$ cat config.mk
export PLATFORM = sky130hd
export DESIGN_NAME = serial_magnitude_comparator_flat
export DESIGN_NICKNAME = d
export VERILOG_FILES = /design/src/rtl/cmp_pkg.sv /design/src/rtl/serial_magnitude_comparator_if.sv /design/src/rtl/digit_compare.sv /design/src/rtl/serial_magnitude_comparator.sv /design/src/flat_wrapper.sv
export SDC_FILE = /design/constraint.sdc
export NUM_CORES = 1
export LEC_CHECK = 0
export ABC_CLOCK_PERIOD_IN_PS = 2810
export BUFFER_PORTS_ARGS = -buffer_cell sky130_fd_sc_hd__buf_2
export CORE_ASPECT_RATIO = 1.1
export CORE_MARGIN = 1.5
export CORE_UTILIZATION = 40
export DETAILED_ROUTE_END_ITERATION = 10
export PLACE_DENSITY = 0.71
export SYNTH_ARGS = -nofsm -noshare
export SYNTH_HDL_FRONTEND = slang
export SYNTH_SLANG_ARGS = --single-unit
$ cat constraint.sdc
create_clock -name clk -period 2.81 [get_ports clk]
set_input_delay 0.562 -clock clk [delete_from_list [all_inputs] [get_ports clk]]
set_output_delay 0.562 -clock clk [all_outputs]
set_load 0.01 [all_outputs]
$ cat src/rtl/cmp_pkg.sv
// Shared types for the serial magnitude comparator: FSM states and one-hot result codes.
package cmp_pkg;

   typedef enum logic {
      CMP_IDLE    = 1'b0,
      CMP_COMPARE = 1'b1
   } cmp_state_e;

   localparam int unsigned RES_W = 3;

   // One-hot result code, bit order {gt, eq, lt}
   localparam logic [RES_W-1:0] RES_NONE = 3'b000;
   localparam logic [RES_W-1:0] RES_GT   = 3'b100;
   localparam logic [RES_W-1:0] RES_EQ   = 3'b010;
   localparam logic [RES_W-1:0] RES_LT   = 3'b001;

endpackage

$ cat src/rtl/serial_magnitude_comparator_if.sv
// Request/result bundle between the operand registers and the comparator.
interface serial_magnitude_comparator_if #(
   parameter int unsigned WIDTH = 8
);
   logic             start;
   logic             signed_mode;
   logic [WIDTH-1:0] a;
   logic [WIDTH-1:0] b;
   logic             busy;
   logic             done;
   logic             a_gt_b;
   logic             a_eq_b;
   logic             a_lt_b;

   modport master (
      output start, signed_mode, a, b,
      input  busy, done, a_gt_b, a_eq_b, a_lt_b
   );

   modport slave (
      input  start, signed_mode, a, b,
      output busy, done, a_gt_b, a_eq_b, a_lt_b
   );
endinterface

$ cat src/rtl/digit_compare.sv
// Combinational unsigned compare of one DIGIT-bit slice of each operand.
module digit_compare #(
   parameter int unsigned DIGIT = 2
) (
   input  logic [DIGIT-1:0] i_a,
   input  logic [DIGIT-1:0] i_b,
   output logic             o_gt,
   output logic             o_eq,
   output logic             o_lt
);
   assign o_gt = (i_a > i_b);
   assign o_eq = (i_a == i_b);
   assign o_lt = (i_a < i_b);
endmodule

$ cat src/rtl/serial_magnitude_comparator.sv
// Multi-cycle magnitude comparator: walks the latched operands MSB-first, DIGIT bits
// per clock, and stops at the first differing digit.
module serial_magnitude_comparator
   import cmp_pkg::*;
#(
   parameter int unsigned WIDTH = 8,
   parameter int unsigned DIGIT = 2
) (
   input logic                          clk,
   input logic                          rst,
   serial_magnitude_comparator_if.slave bus
);
   localparam int unsigned NDIG = WIDTH / DIGIT;
   localparam int unsigned KW   = (NDIG > 1) ? $clog2(NDIG) : 1;
   localparam logic [KW-1:0] K_LAST = KW'(NDIG - 1);

   generate
      if (WIDTH < 1 || DIGIT < 1 || (WIDTH % DIGIT) != 0) begin : g_bad_cfg
         $error("serial_magnitude_comparator: WIDTH must be a non-zero multiple of DIGIT");
      end
   endgenerate

   cmp_state_e       r_state, w_state_nxt;
   logic [KW-1:0]    r_k, w_k_nxt;
   logic [WIDTH-1:0] r_a, w_a_nxt;
   logic [WIDTH-1:0] r_b, w_b_nxt;
   logic             r_busy, w_busy_nxt;
   logic             r_done, w_done_nxt;
   logic [RES_W-1:0] r_res, w_res_nxt;

   logic [WIDTH-1:0] w_a_sh, w_b_sh;
   logic [DIGIT-1:0] w_a_dig, w_b_dig;
   logic             w_dig_gt, w_dig_eq, w_dig_lt;
   logic [WIDTH-1:0] w_sign_flip;

   // Signed mode biases both operands by flipping the MSB so an unsigned walk orders them correctly
   assign w_sign_flip = WIDTH'(bus.signed_mode) << (WIDTH - 1);

   assign w_a_sh  = r_a << (DIGIT * 32'(r_k));
   assign w_b_sh  = r_b << (DIGIT * 32'(r_k));
   assign w_a_dig = w_a_sh[WIDTH-1 -: DIGIT];
   assign w_b_dig = w_b_sh[WIDTH-1 -: DIGIT];

   digit_compare #(.DIGIT(DIGIT)) u_digit_compare (
      .i_a  (w_a_dig),
      .i_b  (w_b_dig),
      .o_gt (w_dig_gt),
      .o_eq (w_dig_eq),
      .o_lt (w_dig_lt)
   );

   always_ff @(posedge clk or posedge rst) begin
      if (rst) begin
         r_state <= CMP_IDLE;
         r_k     <= '0;
         r_a     <= '0;
         r_b     <= '0;
         r_busy  <= 1'b0;
         r_done  <= 1'b0;
         r_res   <= RES_NONE;
      end else begin
         r_state <= w_state_nxt;
         r_k     <= w_k_nxt;
         r_a     <= w_a_nxt;
         r_b     <= w_b_nxt;
         r_busy  <= w_busy_nxt;
         r_done  <= w_done_nxt;
         r_res   <= w_res_nxt;
      end
   end

   always_comb begin
      w_state_nxt = r_state;
      w_k_nxt     = r_k;
      w_a_nxt     = r_a;
      w_b_nxt     = r_b;
      w_busy_nxt  = r_busy;
      w_done_nxt  = 1'b0;
      w_res_nxt   = r_res;

      case (r_state)
         CMP_IDLE: begin
            if (bus.start) begin
               w_a_nxt     = bus.a ^ w_sign_flip;
               w_b_nxt     = bus.b ^ w_sign_flip;
               w_k_nxt     = '0;
               w_busy_nxt  = 1'b1;
               w_res_nxt   = RES_NONE;
               w_state_nxt = CMP_COMPARE;
            end
         end
         CMP_COMPARE: begin
            if (w_dig_gt) begin
               w_res_nxt   = RES_GT;
               w_done_nxt  = 1'b1;
               w_busy_nxt  = 1'b0;
               w_state_nxt = CMP_IDLE;
            end else if (w_dig_lt) begin
               w_res_nxt   = RES_LT;
               w_done_nxt  = 1'b1;
               w_busy_nxt  = 1'b0;
               w_state_nxt = CMP_IDLE;
            end else if (w_dig_eq && (r_k == K_LAST)) begin
               w_res_nxt   = RES_EQ;
               w_done_nxt  = 1'b1;
               w_busy_nxt  = 1'b0;
               w_state_nxt = CMP_IDLE;
            end else begin
               w_k_nxt = r_k + KW'(1);
            end
         end
         default: w_state_nxt = CMP_IDLE;
      endcase
   end

   assign bus.busy   = r_busy;
   assign bus.done   = r_done;
   assign bus.a_gt_b = |(r_res & RES_GT);
   assign bus.a_eq_b = |(r_res & RES_EQ);
   assign bus.a_lt_b = |(r_res & RES_LT);

endmodule

$ cat src/flat_wrapper.sv
// flat-port wrapper written by rule: the top's interface ports become plain ports
module serial_magnitude_comparator_flat import cmp_pkg::*;
#(
   parameter int unsigned WIDTH = 8,
   parameter int unsigned DIGIT = 2
)
  (clk, rst, bus_start, bus_signed_mode, bus_a, bus_b, bus_busy, bus_done, bus_a_gt_b, bus_a_eq_b, bus_a_lt_b);
  serial_magnitude_comparator_if #(.WIDTH(WIDTH)) bus_i ();
  input logic clk;
  input logic rst;
  input wire logic [$bits(bus_i.start)-1:0] bus_start;
  input wire logic [$bits(bus_i.signed_mode)-1:0] bus_signed_mode;
  input wire logic [$bits(bus_i.a)-1:0] bus_a;
  input wire logic [$bits(bus_i.b)-1:0] bus_b;
  output wire logic [$bits(bus_i.busy)-1:0] bus_busy;
  output wire logic [$bits(bus_i.done)-1:0] bus_done;
  output wire logic [$bits(bus_i.a_gt_b)-1:0] bus_a_gt_b;
  output wire logic [$bits(bus_i.a_eq_b)-1:0] bus_a_eq_b;
  output wire logic [$bits(bus_i.a_lt_b)-1:0] bus_a_lt_b;
  assign bus_i.start = bus_start;
  assign bus_i.signed_mode = bus_signed_mode;
  assign bus_i.a = bus_a;
  assign bus_i.b = bus_b;
  assign bus_busy = bus_i.busy;
  assign bus_done = bus_i.done;
  assign bus_a_gt_b = bus_i.a_gt_b;
  assign bus_a_eq_b = bus_i.a_eq_b;
  assign bus_a_lt_b = bus_i.a_lt_b;
  serial_magnitude_comparator #(.WIDTH(WIDTH), .DIGIT(DIGIT)) u_core (.clk(clk), .rst(rst), .bus(bus_i));
endmodule
; ---- Word level (Yosys, flattened, before mapping)
; Cells that the tools add are included.
[classes]
reduce_logical = 4
n_mux = 24
n_addsub = 1
bitwise_logic = 3
n_lt_le_gt_ge = 2
n_shift = 2
n_eq_ne = 7
[ops]
columns = cell, n
row1 = $shl A8 B3 Y8, 2
row2 = $xor A8 B8 Y8, 2
row3 = $mux W1, 12
row4 = $mux W3, 4
row5 = $mux W2, 4
row6 = $ne A2 B2 Y1 const B, 4
row7 = $pmux W3 S2, 1
row8 = $ne A4 B4 Y1 const B, 1
row9 = $pmux W1 S2, 2
row10 = $pmux W2 S2, 1
row11 = $reduce_and A2 Y1, 2
row12 = $reduce_and A4 Y1, 1
row13 = $add A2 B1 Y2 const B, 1
row14 = $eq A2 B2 Y1, 1
row15 = $eq A2 B2 Y1 const B, 1
row16 = $gt A2 B2 Y1, 1
row17 = $lt A2 B2 Y1, 1
row18 = $logic_and A1 B1 Y1, 1
row19 = $not A1 Y1, 1
[totals]
in_bits = 20
elab_cells = 50
ff_bits = 24

; ---- Depth between registers and ports, before layout
; Gate-level depths: netlist (run 1).
[logic_depth]
depth_word = 7
mapped_depth = 6
depth_no_buf = 6

; ---- Cells and area by module
; A second synthesis (run 1) with hierarchy kept.
[hier_totals]
cells_unflattened = 117
hier_area_um2 = 1189.9
[by_module_without_submodules]
columns = mod, area_each_um2, instances, seq_area_each_um2, cells_per_inst
row1 = serial_magnitude_comparator, 1127.3, 1, 600.6, 108
row2 = digit_compare, 62.6, 1, 0.0, 9

; ---- Worst setup path after synthesis (run 1)
; No wires, ideal clock.
[synth_path]
path_kind = register to register
from = register u_core.r_k[0]
to = register u_core.r_k[1]
path_slack_ns = 0.643
synth_period_minus_slack_ns = 2.167
t_arrival_ns = 2.039
stages_incl_launch_ff = 6
path_cell_list = dfrtp_1 -> mux4_2 -> ha_1 -> nand2_1 -> nor4b_4 -> mux2_1
[synth_between]
elab_chain_cells = 5
word_cells_on_any_way = 16
cone_classes = add/sub (1) / order compare (2) / eq/ne (5) / shift (2) / mux (4) / reduce/logical (2)
[synth_lines]
columns = item, line_no
row1 = start: declaration, serial_magnitude_comparator.sv:24  ; logic [KW-1:0] r_k, w_k_nxt;
row2 = start signal: assignment, serial_magnitude_comparator.sv:63  ; r_k <= w_k_nxt;
row3 = "$shl A8 B3 Y8, or another cell as far along", serial_magnitude_comparator.sv:39  ; assign w_a_sh = r_a << (DIGIT * 32'(r_k));
row4 = $eq A2 B2 Y1 / $mux W2 (equally long branches), "digit_compare.sv:12, serial_magnitude_comparator.sv:103"
row5 = $logic_and A1 B1 Y1 / $mux W2 (equally long branches), "serial_magnitude_comparator.sv:103, serial_magnitude_comparator.sv:98"
row6 = $ne A2 B2 Y1 (no line) / $mux W2 (equally long branches), n/a
row7 = $reduce_and A4 Y1 (no line) / $pmux W2 S2 (equally long branches), n/a
; Several ways; a longest one is shown, not always the timed one. The select of a mux whose other input is x is not followed.
; A chain may end at the register's enable or synchronous reset.

; ---- Final worst setup path (run 1)
; Ends and elaborated chain as after synthesis.

==> summary.txt, run 1 <==
status: finished clean
Synth Area in Compound Gates: 4.94%
Hold Fails Final Rpt: 0
Area after DPL: 1270 um2
DRT Pass-1 Iters: 3
clk sinks: 24
Slew HR: 40.6%
largest net degree at the start of global routing: 25
vias per inst: 5.17
Internal: 893 uW
Yosys cell types: 23
Ports: 25
Resized cells post-CTS: 0
largest family of logic cells by synthesized area: multiplexers
HPWL after detailed placement: 1.40 mm
H-tree depth: 1
DRC Markers: 0
vias in the first global route: 697
final setup violation count: 0
max cap viols: 0
clock latency on the worst-skew pair: 0.31 ns
Cell Count, Final, Fillers Out: 136
Reg clk slew, reported paths: 0.12 ns
Ant. Diodes: 0
# nets final: 130
Slew Limit Fails: 0
CTS tree: done
# rows: 19
initial antenna violation count: 0
die area: 3110 um2
largest fanout on the critical path: 7
clock tree buffer depth: 2
drt wl/cell: 13.4 um
setup slack after layout: 0.482 ns
HP Class: in2async
crit path DAT: 2.54 ns
leading area contributor after synthesis: dfrtp_1
NetSw: 466 uW
multiplexer share of the synthesized area: 24.1%
layout cells sized above 1: 45.7%
yosys warns: 0
first-pass GRT wire length: 3.16 mm
Initial Utilization: 43.4%
Clk Tree Root Cell: clkbuf_4
P&R area growth vs syn: 16.0%
port bufs: 24
Tot GR Track Use: 14.2%
core area: 2570 um2
CTS buffer count: 3
Sw Share: 34.3%
Comb power frac: 44.8%
# placed instances: 133
hold_buf cts: 0
Worst-Margin Slew: 0.890 ns
Die H: 58.4 um
Synth Area in Simple Gates: 10.2%
static leakage: 0.000616 uW
Startpoint Class: flip-flop
WP data required: 3.02 ns
Synth top area share: 53.9%
sum of negative setup slack: 0 ns
Seq pwr share: 44.4%
post-route ant nets: 0
Post-Synthesis Net Count: 102
Synth Area per Inst: 14.1 um2
wirelength, routed: 1.82 mm
critical setup path kind: reg2reg
Pwr Total: 1360 uW
via count: 703
placer congestion estimate: 0.845
Synth Instances: 79
Post-CTS Setup Repair Bufs: 0
peak supply drop: 0.000532 V
f_max: 430 MHz
Post-Layout Inst Area: 1290 um2
Setup Skew: 0.00147 ns
largest cells by area after synthesis: dfrtp_1 54%, mux2_2 14%, mux4_2 8.1%
sequential fraction of the synthesis area: 53.9%
Period Utilization, post-route: 82.8%
P per Cell Area: 1050 nW/um2
RSZ-0062 raised after global routing: false
minimum clock period: 2.33 ns
Chip Width: 53.3 um
First DRT Iteration DRCs: 4
#FFs+latches synth: 24
GR Overflow Total: 0
fraction of the mapped netlist area in adder cells: 3.37%
netlist area before placement: 1110 um2
pre-CTS setup slack: 0.452 ns
Worst setup EP type: flip-flop
Clk pwr share: 10.8%
xor/xnor share of the synthesized area: 1.57%
layout by cell type (no fill, tap or decap), types with 2 or more instances in the layout:
master     n
ha_1       3
nor2b_1    4
xnor2_1    2
a211o_1    2
nor2_1     6
nor3b_1    2
dfrtp_1   24
clkbuf_4   3
a21oi_1    2
inv_1      3
buf_2     24
mux2_2    14
mux4_2     4
per-layer routing:
layer	vias to the layer above	GRT usage, %	wire, um	share of wire, %
li1	337	-	-	-
met1	343	19.0	814	45
met2	17	21.5	875	48
met3	6	2.28	73	4.0
met4	0	8.79	57	3.1
met5	-	0	0	0
worst max-delay path, stage by stage (launching register included):
cell,delay (ns)
dfrtp_1,0.52
mux4_2,0.54
ha_1,0.30
nand2_1,0.13
nor4b_4,0.38
mux2_1,0.36
kinds of logic (layout without fill, tap and decap cells):
logic type | count (synthesis) | in the layout
AO/OA/AOI/OAI | 7 | 7
XOR/XNOR | 2 | 2
adder cells (fa/ha/maj) | 3 | 3
buffers and inverters | 5 | 31
flip-flops | 24 | 24
multiplexers | 20 | 20
AND/OR/NAND/NOR | 18 | 18
final timing paths:
check	start	to	slack [ns]	cells past startpoint
setup / recovery	u_core.r_k[0]	u_core.r_k[1]	0.48	5
hold / removal	rst	u_core.r_b[5]	0.42	2
setup reg to reg	u_core.r_k[0]	u_core.r_k[1]	0.48	5
hold reg to reg	u_core.bus.busy	u_core.bus.busy	0.51	2
max in group asynchronous	rst	u_core.r_b[7]	1.85	2
min in group clk	bus_a[1]	u_core.r_a[1]	0.47	2
flip-flops by register name (all words and copies together), names as in the netlist:
register	cells
u_core.r_a	8
u_core.r_b	8
u_core.r_res	3
u_core.r_k	2
u_core.bus.busy	1
u_core.bus.done	1
u_core.r_state	1
final cells by class:
class	instances	area, um2
tap	31	38.8
inverter	3	11.3
fill	254	1270
sequential	24	601
clock buffer	3	22.5
multi-input combinational	50	493
timing repair buffer	25	128
synth_stat cells:
cell and n:
dfrtp_1 24, buf_2 2, o31a_1 1, nor3_1 1, nor2b_1 4, a21oi_1 2, nand2b_1 1, nor3b_1 2
a22o_1 1, ha_1 3, inv_1 3, mux2i_1 1, a211o_1 2, or2_2 1, o211a_1 1, mux2_1 1
nor4b_4 1, nor2_1 6, mux2_2 14, xnor2_1 2, and2_1 1, mux4_2 4, nand2_1 1
power by group through the flow:
stage                     Clock [uW]  Sequential (uW)  Combinational (uW)
final                            147              604                 608
after global placement             0              610                 591
after detailed placement           0              616                 622
after global routing             166              632                 682
after floorplan                    0              592                 491
after CTS                        153              609                 622
metrics by stage:
stage | hold slack, ns | util, %
after floorplan | 0.475 | -
after global placement | 0.478 | 49.5
after detailed placement | 0.490 | 49.5
after CTS | 0.446 | 50.4
after global routing | 0.450 | 50.4
final | 0.417 | 50.4
Note: power is estimated with default switching activity, not from simulation.
==> run 2: changes to the inputs <==
--- a/config.mk
+++ b/config.mk
@@ -5,13 +5,13 @@
 export SDC_FILE = /design/constraint.sdc
 export NUM_CORES = 1
 export LEC_CHECK = 0
-export ABC_CLOCK_PERIOD_IN_PS = 2810
+export ABC_CLOCK_PERIOD_IN_PS = 2100
 export BUFFER_PORTS_ARGS = -buffer_cell sky130_fd_sc_hd__buf_2
 export CORE_ASPECT_RATIO = 1.1
 export CORE_MARGIN = 1.5
 export CORE_UTILIZATION = 40
 export DETAILED_ROUTE_END_ITERATION = 10
-export PLACE_DENSITY = 0.71
+export PLACE_DENSITY = 0.73
 export SYNTH_ARGS = -nofsm -noshare
 export SYNTH_HDL_FRONTEND = slang
 export SYNTH_SLANG_ARGS = --single-unit
==> constraint.sdc (replaced) <==
create_clock -name clk -period 2.1 [get_ports clk]
set_input_delay 0.42 -clock clk [delete_from_list [all_inputs] [get_ports clk]]
set_output_delay 0.42 -clock clk [all_outputs]
set_load 0.01 [all_outputs]
==> run 2 against run 1 <==
Maximum frequency is 12% higher. Clock skew is 0.00067 ns lower. Final area is 9.1% higher. First-iteration DRC count is 25% higher. Global-route usage is 0.90 points higher. Highest routed layer unchanged. Largest cell class unchanged. Sequential share of layout area is 3.7 points lower. Via count is 6.1% higher. Die area stayed put. Final cell count is 7.4% higher. Critical path type unchanged. Sequential cell count stayed put. Utilization is 4.6 points higher. Sequential power is 34% higher.
==> summary.txt, run 2 (synthesized netlist as in run 1, its figures left out) <==
status: finished clean
vias per inst: 5.11
Critical R2R Capture: u_core.r_k[1]
vias in the first global route: 730
Initial Utilization: 43.4%
CTS tree: done
GR Overflow Total: 0
Slew Limit Fails: 0
met3 WL post-DR: 73 um
Reg clk slew, reported paths: 0.11 ns
Sw Share: 33.9%
clk sinks: 24
Comb power frac: 56.1%
crit path DAT: 2.27 ns
commonest non-fill, non-tap cells in the layout: 24 x buf_2, 22 x dfrtp_1, 14 x mux2_2
# nets final: 140
final setup violation count: 0
largest net degree at the start of global routing: 25
slowest library cell on the worst path: mux4_2
clock tree buffer depth: 2
Slowest Stage Delay on Critical Path: 0.55 ns
Clk pwr share: 8.2%
DRC Markers: 0
Worst setup EP type: flip-flop
placer congestion estimate: 0.784
Met1 Wirelength: 862 um
HPWL after detailed placement: 1.48 mm
die area: 3110 um2
drt wl/cell: 13.9 um
r2r setup slk: 0.02 ns
core area: 2570 um2
wirelength, routed: 2.02 mm
most common cell after layout, fill and taps aside: buf_2
Tot GR Track Use: 15.1%
HP Class: in2async
first-pass GRT wire length: 3.35 mm
NetSw: 773 uW
wire length on met2: 1.07 mm
Worst-Margin Slew: 0.297 ns
Worst R2R Path Depth: 5
Clk Tree Root Cell: clkbuf_4
H-tree depth: 1
WP data required: 2.29 ns
f_max: 481 MHz
peak supply drop: 0.000866 V
largest fanout on the critical path: 5
layout cells sized above 1: 55.7%
RSZ-0062 raised after global routing: true
Pwr Total: 2280 uW
Post-Layout Inst Area: 1410 um2
Chip Width: 53.3 um
Seq pwr share: 35.7%
Startpoint Class: flip-flop
via count: 746
Hold Fails Final Rpt: 0
First DRT Iteration DRCs: 5
Largest regs: u_core.r_a: 8 flops, u_core.r_b: 8 flops, u_core.r_res: 3 flops
P per Cell Area: 1610 nW/um2
Internal: 1500 uW
Area after DPL: 1320 um2
setup slack after layout: 0.0225 ns
RR Startpoint: u_core.r_k[0]
# rows: 19
Slew HR: 80.2%
post-route ant nets: 0
Setup Skew: 0.000795 ns
DRT Pass-1 Iters: 4
Die H: 58.4 um
max cap viols: 0
port bufs: 24
initial antenna violation count: 0
pre-CTS setup slack: -0.0254 ns
Ports: 25
static leakage: 0.000670 uW
clock latency on the worst-skew pair: 0.30 ns
Period Utilization, post-route: 98.9%
sum of negative setup slack: 0 ns
P&R area growth vs syn: 26.6%
crit-path cells: mux4_2 -> ha_4 -> nand2_4 -> nor4b_4 -> mux2_1
CTS buffer count: 3
Ant. Diodes: 0
top sig layer: met4
hold_buf cts: 0
minimum clock period: 2.08 ns
critical setup path kind: reg2reg
[run 2: through the flow]
stage,cells,utilization (%),hold slack [ns]
detailed placement,137,51.6,0.494
floorplan,79,-,0.434
finish,146,55.0,0.143
CTS,143,53.8,0.144
global placement,137,51.6,0.474
global route,146,55.0,0.152
[run 2: layout make-up]
class                   count  area, um2
flip-flops and latches     24        603
inverters                   3       11.3
multi-input cells          50        533
clock buffers               3       22.5
repair buffers             35        203
well taps                  31       38.8
fillers                   229       1160
[run 2: power by group through the flow]
stage / Clock, uW / Sequential, uW / Combinational, uW
floorplan: 0 / 795 / 776
CTS: 198 / 810 / 1090
finish: 187 / 812 / 1280
detailed placement: 0 / 828 / 1010
global placement: 0 / 816 / 963
global route: 215 / 842 / 1380
[run 2: what timing repair did]
item / 4_1_cts / 5_1_grt
buffers inserted: 3 / 3
pin swaps: 0 / 5
endpoints found under the setup margin: 2 / 5
endpoints found under the hold margin: 0 / 0
gates resized for setup: 1 / 2
[run 2: layer usage]
layer | up-vias | track usage, %
li1 | 354 | -
met5 | - | 0
met4 | 0 | 6.59
met1 | 371 | 19.5
met2 | 19 | 25.0
met3 | 2 | 2.28
[run 2: worst max-delay path, delay by kind of cell (launching register included)]
kind,cells,cell delay (ns)
and+or+nand+nor,2,0.33
adders and majority gates,1,0.30
DFF,1,0.44
muxes,2,0.90
[run 2: how the worst max path moves through the flow]
stage                     slack [ns]  depth (start not counted)             to           from
after floorplan                -0.01                          5  u_core.r_k[1]  u_core.r_k[0]
after global placement          0.03                          5  u_core.r_k[1]  u_core.r_k[1]
after detailed placement       -0.03                          5  u_core.r_k[1]  u_core.r_k[1]
after CTS                      0.005                          5  u_core.r_k[1]  u_core.r_k[0]
after global routing           -0.06                          6  u_core.r_k[0]  u_core.r_k[0]
final                           0.02                          5  u_core.r_k[1]  u_core.r_k[0]
==> run 3: changes to the inputs <==
--- a/config.mk
+++ b/config.mk
@@ -9,9 +9,9 @@
 export BUFFER_PORTS_ARGS = -buffer_cell sky130_fd_sc_hd__buf_2
 export CORE_ASPECT_RATIO = 1.1
 export CORE_MARGIN = 1.5
-export CORE_UTILIZATION = 40
+export CORE_UTILIZATION = 38
 export DETAILED_ROUTE_END_ITERATION = 10
-export PLACE_DENSITY = 0.73
+export PLACE_DENSITY = 0.71
 export SYNTH_ARGS = -nofsm -noshare
 export SYNTH_HDL_FRONTEND = slang
 export SYNTH_SLANG_ARGS = --single-unit
==> run 3 against run 2 <==
Global-route usage is 0.92 points lower. Sequential power down 2%. Sequential share of layout area is 0.81 points higher. Worst hold slack lost 0.066 ns. First-iteration DRC count rose by 120%. Non-clock buffer count fell by 5. Critical path type unchanged. Highest routed layer unchanged.
==> summary.txt, run 3 (synthesized netlist as in run 1, its figures left out) <==
placer congestion estimate: 0.722
commonest non-fill, non-tap cells in the layout: 24 x buf_2, 22 x dfrtp_1, 14 x mux2_2
Hold Fails Final Rpt: 0
CTS buffer count: 3
vias per inst: 5.00
Tot GR Track Use: 14.2%
Largest regs: u_core.r_a: 8 flops, u_core.r_b: 8 flops, u_core.r_res: 3 flops
minimum clock period: 2.02 ns
DRT Pass-1 Iters: 4
f_max: 496 MHz
max cap viols: 0
Worst-Margin Slew: 0.425 ns
HP Class: in2async
wirelength, routed: 1.96 mm
Period Utilization, post-route: 96.1%
sum of negative setup slack: 0 ns
final setup violation count: 0
layout cells sized above 1: 54.1%
First DRT Iteration DRCs: 11
largest net degree at the start of global routing: 23
Setup Skew: 0.00239 ns
Ports: 25
clk sinks: 24
CTS tree: done
P&R area growth vs syn: 24.2%
first-pass GRT wire length: 3.32 mm
Worst setup EP type: flip-flop
P per Cell Area: 1530 nW/um2
clock latency on the worst-skew pair: 0.31 ns
Startpoint Class: flip-flop
die area: 3270 um2
Internal: 1390 uW
Critical R2R Capture: u_core.r_k[1]
Clk Tree Root Cell: clkbuf_4
WP data required: 2.30 ns
clock tree buffer depth: 2
Reg clk slew, reported paths: 0.13 ns
critical path endpoint: u_core.r_k[1]
HPWL after detailed placement: 1.46 mm
setup slack after layout: 0.0827 ns
Slew Limit Fails: 0
Worst R2R Path Depth: 5
Clk pwr share: 11.4%
Fillers: 250
port bufs: 24
Comb power frac: 50.8%
worst setup path startpoint: u_core.r_k[1]
Ant. Diodes: 0
Die H: 59.8 um
# nets final: 135
Chip Width: 54.6 um
GR Overflow Total: 0
Seq pwr share: 37.8%
Slowest Stage Delay on Critical Path: 0.54 ns
status: finished clean
crit path DAT: 2.22 ns
vias in the first global route: 718
drt wl/cell: 13.6 um
post-route ant nets: 0
largest fanout on the critical path: 3
DRC Markers: 0
crit-path cells: mux4_2 -> ha_4 -> nor2b_2 -> nor4b_4 -> mux2_1
critical setup path kind: reg2reg
r2r setup slk: 0.08 ns
Initial Utilization: 40.1%
via count: 720
most common cell after layout, fill and taps aside: buf_2
H-tree depth: 1
Post-CTS Setup Repair Bufs: 0
peak supply drop: 0.000735 V
RR Startpoint: u_core.r_k[1]
Slew HR: 71.6%
initial antenna violation count: 0
# rows: 20
static leakage: 0.000651 uW
Sw Share: 34.0%
NetSw: 719 uW
pre-CTS setup slack: 0.0478 ns
RSZ-0062 raised after global routing: true
Final Util: 49.9%
core area: 2780 um2
slowest library cell on the worst path: mux4_2
run 3: changes by cell type in the layout (fill, tap and decap cells not counted), sizes merged:
cell,before,now
buf,35,30
clkbuf,3,4
run 3: what timing repair did:
action	4_1_cts	5_1_grt
hold buffers	0	0
hold endpoints to repair	0	0
endpoints found under the setup margin	0	5
resized for setup	0	2
run 3: worst min-delay path by stage:
stage,from,end,depth (start not counted)
after floorplan,rst,u_core.bus.busy,1
after global placement,rst,u_core.r_res[1],2
after detailed placement,rst,u_core.r_res[1],2
after CTS,rst,u_core.r_res[1],2
after global routing,rst,u_core.r_res[1],2
final,rst,u_core.r_res[1],2
run 3: layer usage:
layer  part of all wire (%)  wire [um]  global-route usage [%]  vias to the layer above
met5                      0          0                       0                        -
met4                    1.2         23                    6.43                        0
met3                    5.3        103                    2.75                        2
met2                     48        930                    22.3                       19
met1                     46        899                    18.7                      353
li1                       -          -                       -                      346
run 3: critical path, delay by kind of cell (launching register included):
family        cells  cell delay, ns
fa+ha+maj         1            0.18
flops             1            0.42
mux               2            0.88
simple gates      2            0.43
run 3: cell type report:
class,count,area (um2),area share [%]
clock buffers,4,36.3,2.62
well taps,33,41.3,2.98
flip-flops and latches,24,603,43.5
inverters,3,11.3,0.813
multi-input cells,50,528,38.1
repair buffers,30,165,11.9
run 3: power by group through the flow:
stage                     registers [uW]  clock network, uW  logic, uW
after CTS                            803                253       1030
final                                799                240       1070
after floorplan                      795                  0        776
after global routing                 828                272       1190
after detailed placement             813                  0       1030
after global placement               807                  0        991
run 3: metrics by stage:
stage | total power [uW] | hold slack, ns | instances | instance area [um2]
finish | 2110 | 0.0770 | 144 | 1390
global placement | 1800 | 0.427 | 140 | 1330
CTS | 2090 | 0.0774 | 144 | 1370
detailed placement | 1840 | 0.437 | 140 | 1330
global route | 2290 | 0.106 | 144 | 1390
floorplan | 1570 | 0.434 | 79 | 1140
